$ cat src/rtl/stage_mem.sv
// -----------------------------------------------------------------------------
// stage_mem -- MEM pipeline stage with a two-state data-memory access FSM.
//
// Optional feature: define RISCV_MISALIGN_TRAP_EN to trap misaligned
// halfword/word accesses (no request, one-cycle misalign_exc pulse, bubble).
// Left undefined, misalign_exc is tied 0 and the offending low address bits
// are ignored (halfword uses addr[1], word uses lane 0).
//
// Ports
//   clk, reset_n              clock, asynchronous active-low reset
//   EX_MEM_*                  instruction held in the EX/MEM register
//   dmem_req/we/addr/wdata/be data-memory request (valid/ready, see below)
//   dmem_ready, dmem_rdata    memory completion and read word
//   mem_stall                 freezes IF..EX/MEM while a memory op is pending
//   MEM_WB_*                  MEM/WB pipeline register
//   misalign_exc              misaligned-access pulse (trap build only)
//   state_dbg                 FSM state, 0 = IDLE, 1 = ACCESS
//
// Handshake: dmem_req rises in ACCESS and stays high, with addr/we/wdata/be
// stable, up to and including the cycle where dmem_ready is sampled high;
// that cycle completes the transfer. dmem_ready outside ACCESS is ignored.
// -----------------------------------------------------------------------------
`ifndef REG_WIDTH
`define REG_WIDTH 32
`endif

module stage_mem #(
  parameter int REG_WIDTH = `REG_WIDTH
) (
  input  logic                   clk,
  input  logic                   reset_n,
  input  logic                   EX_MEM_valid,
  input  logic [REG_WIDTH-1:0]   EX_MEM_alu_out,
  input  logic [REG_WIDTH-1:0]   EX_MEM_rs2_data,
  input  logic                   EX_MEM_mem_read,
  input  logic                   EX_MEM_mem_write,
  input  logic [2:0]             EX_MEM_funct3,
  input  logic                   EX_MEM_reg_write_en,
  input  logic [4:0]             EX_MEM_rd,
  output logic                   dmem_req,
  output logic                   dmem_we,
  output logic [REG_WIDTH-1:0]   dmem_addr,
  output logic [REG_WIDTH-1:0]   dmem_wdata,
  output logic [REG_WIDTH/8-1:0] dmem_be,
  input  logic                   dmem_ready,
  input  logic [REG_WIDTH-1:0]   dmem_rdata,
  output logic                   mem_stall,
  output logic                   MEM_WB_valid,
  output logic                   MEM_WB_reg_write_en,
  output logic                   MEM_WB_reg_wb_sel,
  output logic [REG_WIDTH-1:0]   MEM_WB_alu_out,
  output logic [4:0]             MEM_WB_rd,
  output logic                   misalign_exc,
  output logic                   state_dbg
);

  localparam int NB = REG_WIDTH / 8;

  typedef enum logic {
    IDLE   = 1'b0,
    ACCESS = 1'b1
  } state_t;

  state_t               state;
  logic [1:0]           acc_off;
  logic [2:0]           acc_funct3;

  logic                 is_mem;
  logic                 misaligned;
  logic                 mem_go;
  logic                 done;
  logic [1:0]           eff_off;
  logic [NB-1:0]        req_be;
  logic [REG_WIDTH-1:0] req_wdata;
  logic [REG_WIDTH-1:0] shifted;
  logic [REG_WIDTH-1:0] load_data;

  assign is_mem    = EX_MEM_valid & (EX_MEM_mem_read | EX_MEM_mem_write);
  assign mem_go    = is_mem & ~misaligned;
  assign done      = (state == ACCESS) & dmem_ready;
  assign mem_stall = mem_go & ~done;
  assign dmem_req  = (state == ACCESS);
  assign state_dbg = state;

`ifdef RISCV_MISALIGN_TRAP_EN
  always_comb begin
    misaligned = 1'b0;
    case (EX_MEM_funct3[1:0])
      2'b01:   misaligned = EX_MEM_alu_out[0];
      2'b10:   misaligned = |EX_MEM_alu_out[1:0];
      default: misaligned = 1'b0;
    endcase
  end

  always_ff @(posedge clk or negedge reset_n) begin
    if (!reset_n) misalign_exc <= 1'b0;
    else          misalign_exc <= is_mem & misaligned;
  end
`else
  assign misaligned   = 1'b0;
  assign misalign_exc = 1'b0;
`endif

  // Effective byte offset: sub-size address bits are dropped, so a trapped
  // access never reaches here and an untrapped one is silently aligned.
  always_comb begin
    case (EX_MEM_funct3[1:0])
      2'b00:   eff_off = EX_MEM_alu_out[1:0];
      2'b01:   eff_off = {EX_MEM_alu_out[1], 1'b0};
      default: eff_off = 2'b00;
    endcase
  end

  always_comb begin
    req_be    = '1;
    req_wdata = EX_MEM_rs2_data;
    case (EX_MEM_funct3[1:0])
      2'b00: begin
        req_be    = NB'(1) << eff_off;
        req_wdata = {NB{EX_MEM_rs2_data[7:0]}};
      end
      2'b01: begin
        req_be    = NB'(3) << eff_off;
        req_wdata = {(NB/2){EX_MEM_rs2_data[15:0]}};
      end
      default: begin
        req_be    = '1;
        req_wdata = EX_MEM_rs2_data;
      end
    endcase
  end

  // Load extraction uses the offset/size latched when the access started.
  assign shifted = dmem_rdata >> {acc_off, 3'b000};

  always_comb begin
    case (acc_funct3)
      3'b000:  load_data = {{(REG_WIDTH-8){shifted[7]}}, shifted[7:0]};
      3'b001:  load_data = {{(REG_WIDTH-16){shifted[15]}}, shifted[15:0]};
      3'b100:  load_data = {{(REG_WIDTH-8){1'b0}}, shifted[7:0]};
      3'b101:  load_data = {{(REG_WIDTH-16){1'b0}}, shifted[15:0]};
      default: load_data = dmem_rdata;
    endcase
  end

  always_ff @(posedge clk or negedge reset_n) begin
    if (!reset_n) begin
      state               <= IDLE;
      dmem_we             <= 1'b0;
      dmem_addr           <= '0;
      dmem_wdata          <= '0;
      dmem_be             <= '0;
      acc_off             <= 2'b00;
      acc_funct3          <= 3'b000;
      MEM_WB_valid        <= 1'b0;
      MEM_WB_reg_write_en <= 1'b0;
      MEM_WB_reg_wb_sel   <= 1'b0;
      MEM_WB_alu_out      <= '0;
      MEM_WB_rd           <= 5'd0;
    end else begin
      case (state)
        IDLE: begin
          if (mem_go) begin
            state      <= ACCESS;
            dmem_we    <= EX_MEM_mem_write;
            dmem_addr  <= {EX_MEM_alu_out[REG_WIDTH-1:2], 2'b00};
            dmem_wdata <= req_wdata;
            dmem_be    <= req_be;
            acc_off    <= eff_off;
            acc_funct3 <= EX_MEM_funct3;
          end
        end
        ACCESS: begin
          if (dmem_ready) state <= IDLE;
        end
        default: state <= IDLE;
      endcase

      if (done) begin
        // Completion of the pending memory op; stores never write a register.
        MEM_WB_valid        <= 1'b1;
        MEM_WB_reg_write_en <= EX_MEM_mem_read & EX_MEM_reg_write_en;
        MEM_WB_reg_wb_sel   <= EX_MEM_mem_read & EX_MEM_reg_write_en;
        MEM_WB_alu_out      <= EX_MEM_mem_read ? load_data : EX_MEM_alu_out;
        MEM_WB_rd           <= EX_MEM_rd;
      end else if (EX_MEM_valid & ~EX_MEM_mem_read & ~EX_MEM_mem_write) begin
        MEM_WB_valid        <= 1'b1;
        MEM_WB_reg_write_en <= EX_MEM_reg_write_en;
        MEM_WB_reg_wb_sel   <= EX_MEM_reg_write_en;
        MEM_WB_alu_out      <= EX_MEM_alu_out;
        MEM_WB_rd           <= EX_MEM_rd;
      end else begin
        // Stall, trapped access or empty EX/MEM: insert a bubble.
        MEM_WB_valid        <= 1'b0;
        MEM_WB_reg_write_en <= 1'b0;
        MEM_WB_reg_wb_sel   <= 1'b0;
        MEM_WB_alu_out      <= '0;
        MEM_WB_rd           <= 5'd0;
      end
    end
  end

endmodule

$ cat config.mk
export PLATFORM = sky130hd
export DESIGN_NAME = stage_mem
export DESIGN_NICKNAME = d
export VERILOG_FILES = /design/src/rtl/stage_mem.sv
export SDC_FILE = /design/constraint.sdc
export NUM_CORES = 1
export LEC_CHECK = 0
export BUFFER_PORTS_ARGS = -buffer_cell sky130_fd_sc_hd__buf_2
export CAP_MARGIN = 5
export CORE_MARGIN = 5
export CORE_UTILIZATION = 32
export CTS_BUF_LIST = sky130_fd_sc_hd__clkbuf_4 sky130_fd_sc_hd__clkbuf_8
export CTS_CLUSTER_SIZE = 8
export DETAILED_ROUTE_END_ITERATION = 8
export PLACE_DENSITY = 0.65
export SLEW_MARGIN = 10
export SYNTH_ARGS = -nofsm -noshare
export SYNTH_HDL_FRONTEND = slang
export SYNTH_SLANG_ARGS = --single-unit
$ cat constraint.sdc
create_clock -name clk -period 2 [get_ports clk]
set_clock_uncertainty 0.2 [all_clocks]
set_input_delay 0.1 -clock clk [delete_from_list [all_inputs] [get_ports clk]]
set_output_delay 0.1 -clock clk [all_outputs]
set_load 0.01 [all_outputs]
==> reports/metrics.cfg <==
[clock_tree]
cts_made_buffers = 9
htree_levels = 3
worst_skew_pair.late_latency_ns = 0.38
cts-root-buf = clkbuf_8
cts_buffer_depth = 2
cts_sinks = 112
clk_pin_slew_ns = 0.11
cts_tree = yes

[worst_setup_path]
worst_ep_required_time_ns = 2.08
worst_r2r_path_depth = 6
crit_path_start_kind = flop
arrival_ns = 2.18
path_max_fanout = 9
cp.depth = 6
crit_buf_inv = 1
crit_type = reg2reg
max_stage_delay_ns = 0.56
r2r_end = MEM_WB_alu_out[22]$_DFF_PN0_
rrSetupSlack_ns = -0.11
critPathCaptureType = flop
cp_cell_sequence = mux4_2, nand2b_4, a21boi_4, nor4_4, buf_6, o32a_1
cpMaxStageDelayCell = mux4_2
critical-path-top-delay-family = multiplexers
r2r_start = acc_off[1]$_DFFE_PN0P_

[floorplanning]
die_w_um = 140
rows = 47
core_region_area_mm2 = 0.0166
die_area_mm2 = 0.0196
ios = 224
die_height_um = 140
start_util_pct = 32.6

[synthesis]
synth-seq-cells = 112
yosysSeqAreaShare_pct = 51.8
yosysWarnings = 0
syn_area_mm2 = 0.00541
ys_types = 34
syn_inst = 602
avgSynthCellArea_um2 = 8.98

[timing]
setup_viol = 16
worst_slew_pin_slew_ns = 0.714
slew_viol_final = 0
rsz0062_at_grt = yes
slew_headroom_pct = 52.4
max_freq_mhz = 475
holdWs_ns = 0.0182
fin_crit_sh_pct = 105
hold_violations = 0
fin_ws_ns = -0.106
min_period_ns = 2.11

[placed_design]
portBuffers = 220
dpl_worst_slack_ns = -0.300
place_area_mm2 = 0.00684
routabilityCongestion = 0.859
placed_cells = 1024
hpwl_um = 13800

[power]
p_per_area_mw_per_mm2 = 767
clkPwrFrac_pct = 21.0
comb_power_share_pct = 33.3
power.leakage_nw = 4.20
switching_power_mw = 2.16
p_sw_share_pct = 34.5
pwr-share-seq_pct = 45.7
vdd_drop_max_v = 0.000424
internal_power_mw = 4.10

[drt]
firstDrtPassIters = 5
drc = 0
wl_um = 19600
drt_iter0_drc = 329
vias_per_cell = 4.80
wire_per_inst_um = 17.1
ant_nets = 0
num_vias = 5524

[finish]
drive_above_1_share_pct = 31.6
areaGrowthSynthToFinish_pct = 50.9
design_area_mm2 = 0.00816
antenna_cells = 0
fin_nets = 1038
fin_cells = 1151

[hold_path]
min_path_cells = 5
holdPathEnd = MEM_WB_alu_out[12]$_DFF_PN0_
hp-start = dmem_rdata[20]
min_path_type = in2reg

[status]
status = complete, but fails checks
violations = setup timing

[grt]
grt.total_usage_pct = 19.9
grt_pass1_wl_um = 31200
grt_pass1_vias = 5772
grt_max_degree = 50
antenna_found_initial = 0
grt-ovfl-total = 0

[run]
max_cap_violations = 0

-- cell type report --
type | count | area [µm²]
clock inverters | 3 | 17.5
multi-input cells | 438 | 2400
flip-flops and latches | 112 | 2800
inverters | 6 | 22.5
well taps | 220 | 275
clock buffers | 12 | 159
repair buffers | 360 | 2480
fillers | 1555 | 8420
-- worst max-delay path by stage --
| stage | startpoint | endpoint |
|---|---|---|
| global route | acc_off[1]$_DFFE_PN0P_ | MEM_WB_alu_out[25]$_DFF_PN0_ |
| floorplan | acc_off[1]$_DFFE_PN0P_ | MEM_WB_alu_out[22]$_DFF_PN0_ |
| global placement | acc_off[1]$_DFFE_PN0P_ | MEM_WB_alu_out[30]$_DFF_PN0_ |
| CTS | acc_off[1]$_DFFE_PN0P_ | MEM_WB_alu_out[18]$_DFF_PN0_ |
| finish | acc_off[1]$_DFFE_PN0P_ | MEM_WB_alu_out[22]$_DFF_PN0_ |
| detailed placement | acc_off[1]$_DFFE_PN0P_ | MEM_WB_alu_out[30]$_DFF_PN0_ |
-- what timing repair did --
action                                  CTS  global route
resized for setup                         1             6
pin swaps                                 1             7
hold buffers                            108             0
endpoints found under the setup margin   17            31
buffers inserted                          2             2
hold endpoints to repair                223             0
-- cell usage in the layout (no fill, tap or decap), drive strengths merged --
cell type and n:
buf 251, o21a 1, and2 1, or2 17, nand3 17, clkbuf 13
o221ai 6, clkinvlp 1, o31ai 1, a22oi 7, a21boi 1, nor2b 6
o22ai 2, nand2b 20, dlygate4sd3 108, dfrtp 112, mux2i 34, mux4 1
a211oi 1, conb 3, a22o 1, a21oi 42, and3 2, clkinv 2
nor4 1, inv 6, nand2 177, nand3b 1, nor4b 1, o32a 16
nor2 21, o21ai 58
-- state kept, by name (all words and copies together) (netlist names) --
name               cells
MEM_WB_alu_out        32
MEM_WB_rd              5
MEM_WB_reg_wb_sel      1
MEM_WB_valid           1
acc_funct3             3
acc_off                2
dmem_addr             30
dmem_be                4
dmem_req               1
dmem_wdata            32
dmem_we                1
-- power by group through the flow --
stage / clock (mW) / sequential, mW / combinational [mW]
detailed placement: 0 / 2.89 / 1.90
CTS: 1.36 / 2.86 / 2.08
finish: 1.31 / 2.86 / 2.09
global route: 1.44 / 2.91 / 2.31
global placement: 0 / 2.89 / 1.86
floorplan: 0 / 3.07 / 0.810
-- synthesized netlist by cell type --
cell | n | area (µm²)
nand2_1 | 177 | 664
dfrtp_1 | 112 | 2800
o21ai_0 | 56 | 280
a21oi_1 | 42 | 210
mux2i_1 | 34 | 340
clkbuf_1 | 33 | 124
nor2_1 | 21 | 78.8
nand2b_1 | 19 | 119
nand3_1 | 17 | 85.1
or2_2 | 17 | 106
o32a_1 | 16 | 160
a22oi_1 | 7 | 52.6
inv_1 | 6 | 22.5
nor2b_1 | 6 | 37.5
o221ai_1 | 6 | 52.6
buf_1 | 5 | 18.8
buf_4 | 5 | 37.5
buf_2 | 3 | 15.0
and3_1 | 2 | 12.5
buf_6 | 2 | 22.5
o21ai_1 | 2 | 10.0
o22ai_1 | 2 | 12.5
a211oi_1 | 1 | 7.51
a21boi_4 | 1 | 18.8
a22o_1 | 1 | 8.76
and2_1 | 1 | 6.26
conb_1 | 1 | 3.75
mux4_2 | 1 | 22.5
nand2b_2 | 1 | 8.76
nand3b_1 | 1 | 7.51
nor4_4 | 1 | 21.3
nor4b_4 | 1 | 23.8
o21a_1 | 1 | 7.51
o31ai_1 | 1 | 7.51
-- cell families (layout without fill, tap and decap cells) --
family                 after synthesis  in the layout  share of synthesized area (%)
AOI/OAI and AO/OA                  136            136                           15.3
buffers and inverters               54            381                           4.44
DFF                                112            112                           51.8
muxes                               35             35                           6.71
other                                1              3                         0.0693
and+or+nand+nor                    264            264                           21.7
-- per-layer routing --
layer / GRT usage (%) / part of all wire (%)
met1: 25.8 / 42
met2: 32.5 / 48
met3: 4.33 / 6.2
met4: 8.11 / 3.2
met5: 0 / 0
-- tightest hold or removal path, delay by kind of cell --
family          cells  cell delay [ns]
buf+inv             1             0.11
compound gates      4             0.35
-- metrics by stage --
step,utilization (%),power (mW),TNS [ns]
global route,49.2,6.66,-2.59
global placement,41.2,4.75,-3.93
floorplan,-,3.88,-1.11
CTS,49.0,6.30,-1.35
detailed placement,41.2,4.79,-4.23
finish,49.2,6.26,-1.21
Power figures use the tool's default switching activity.
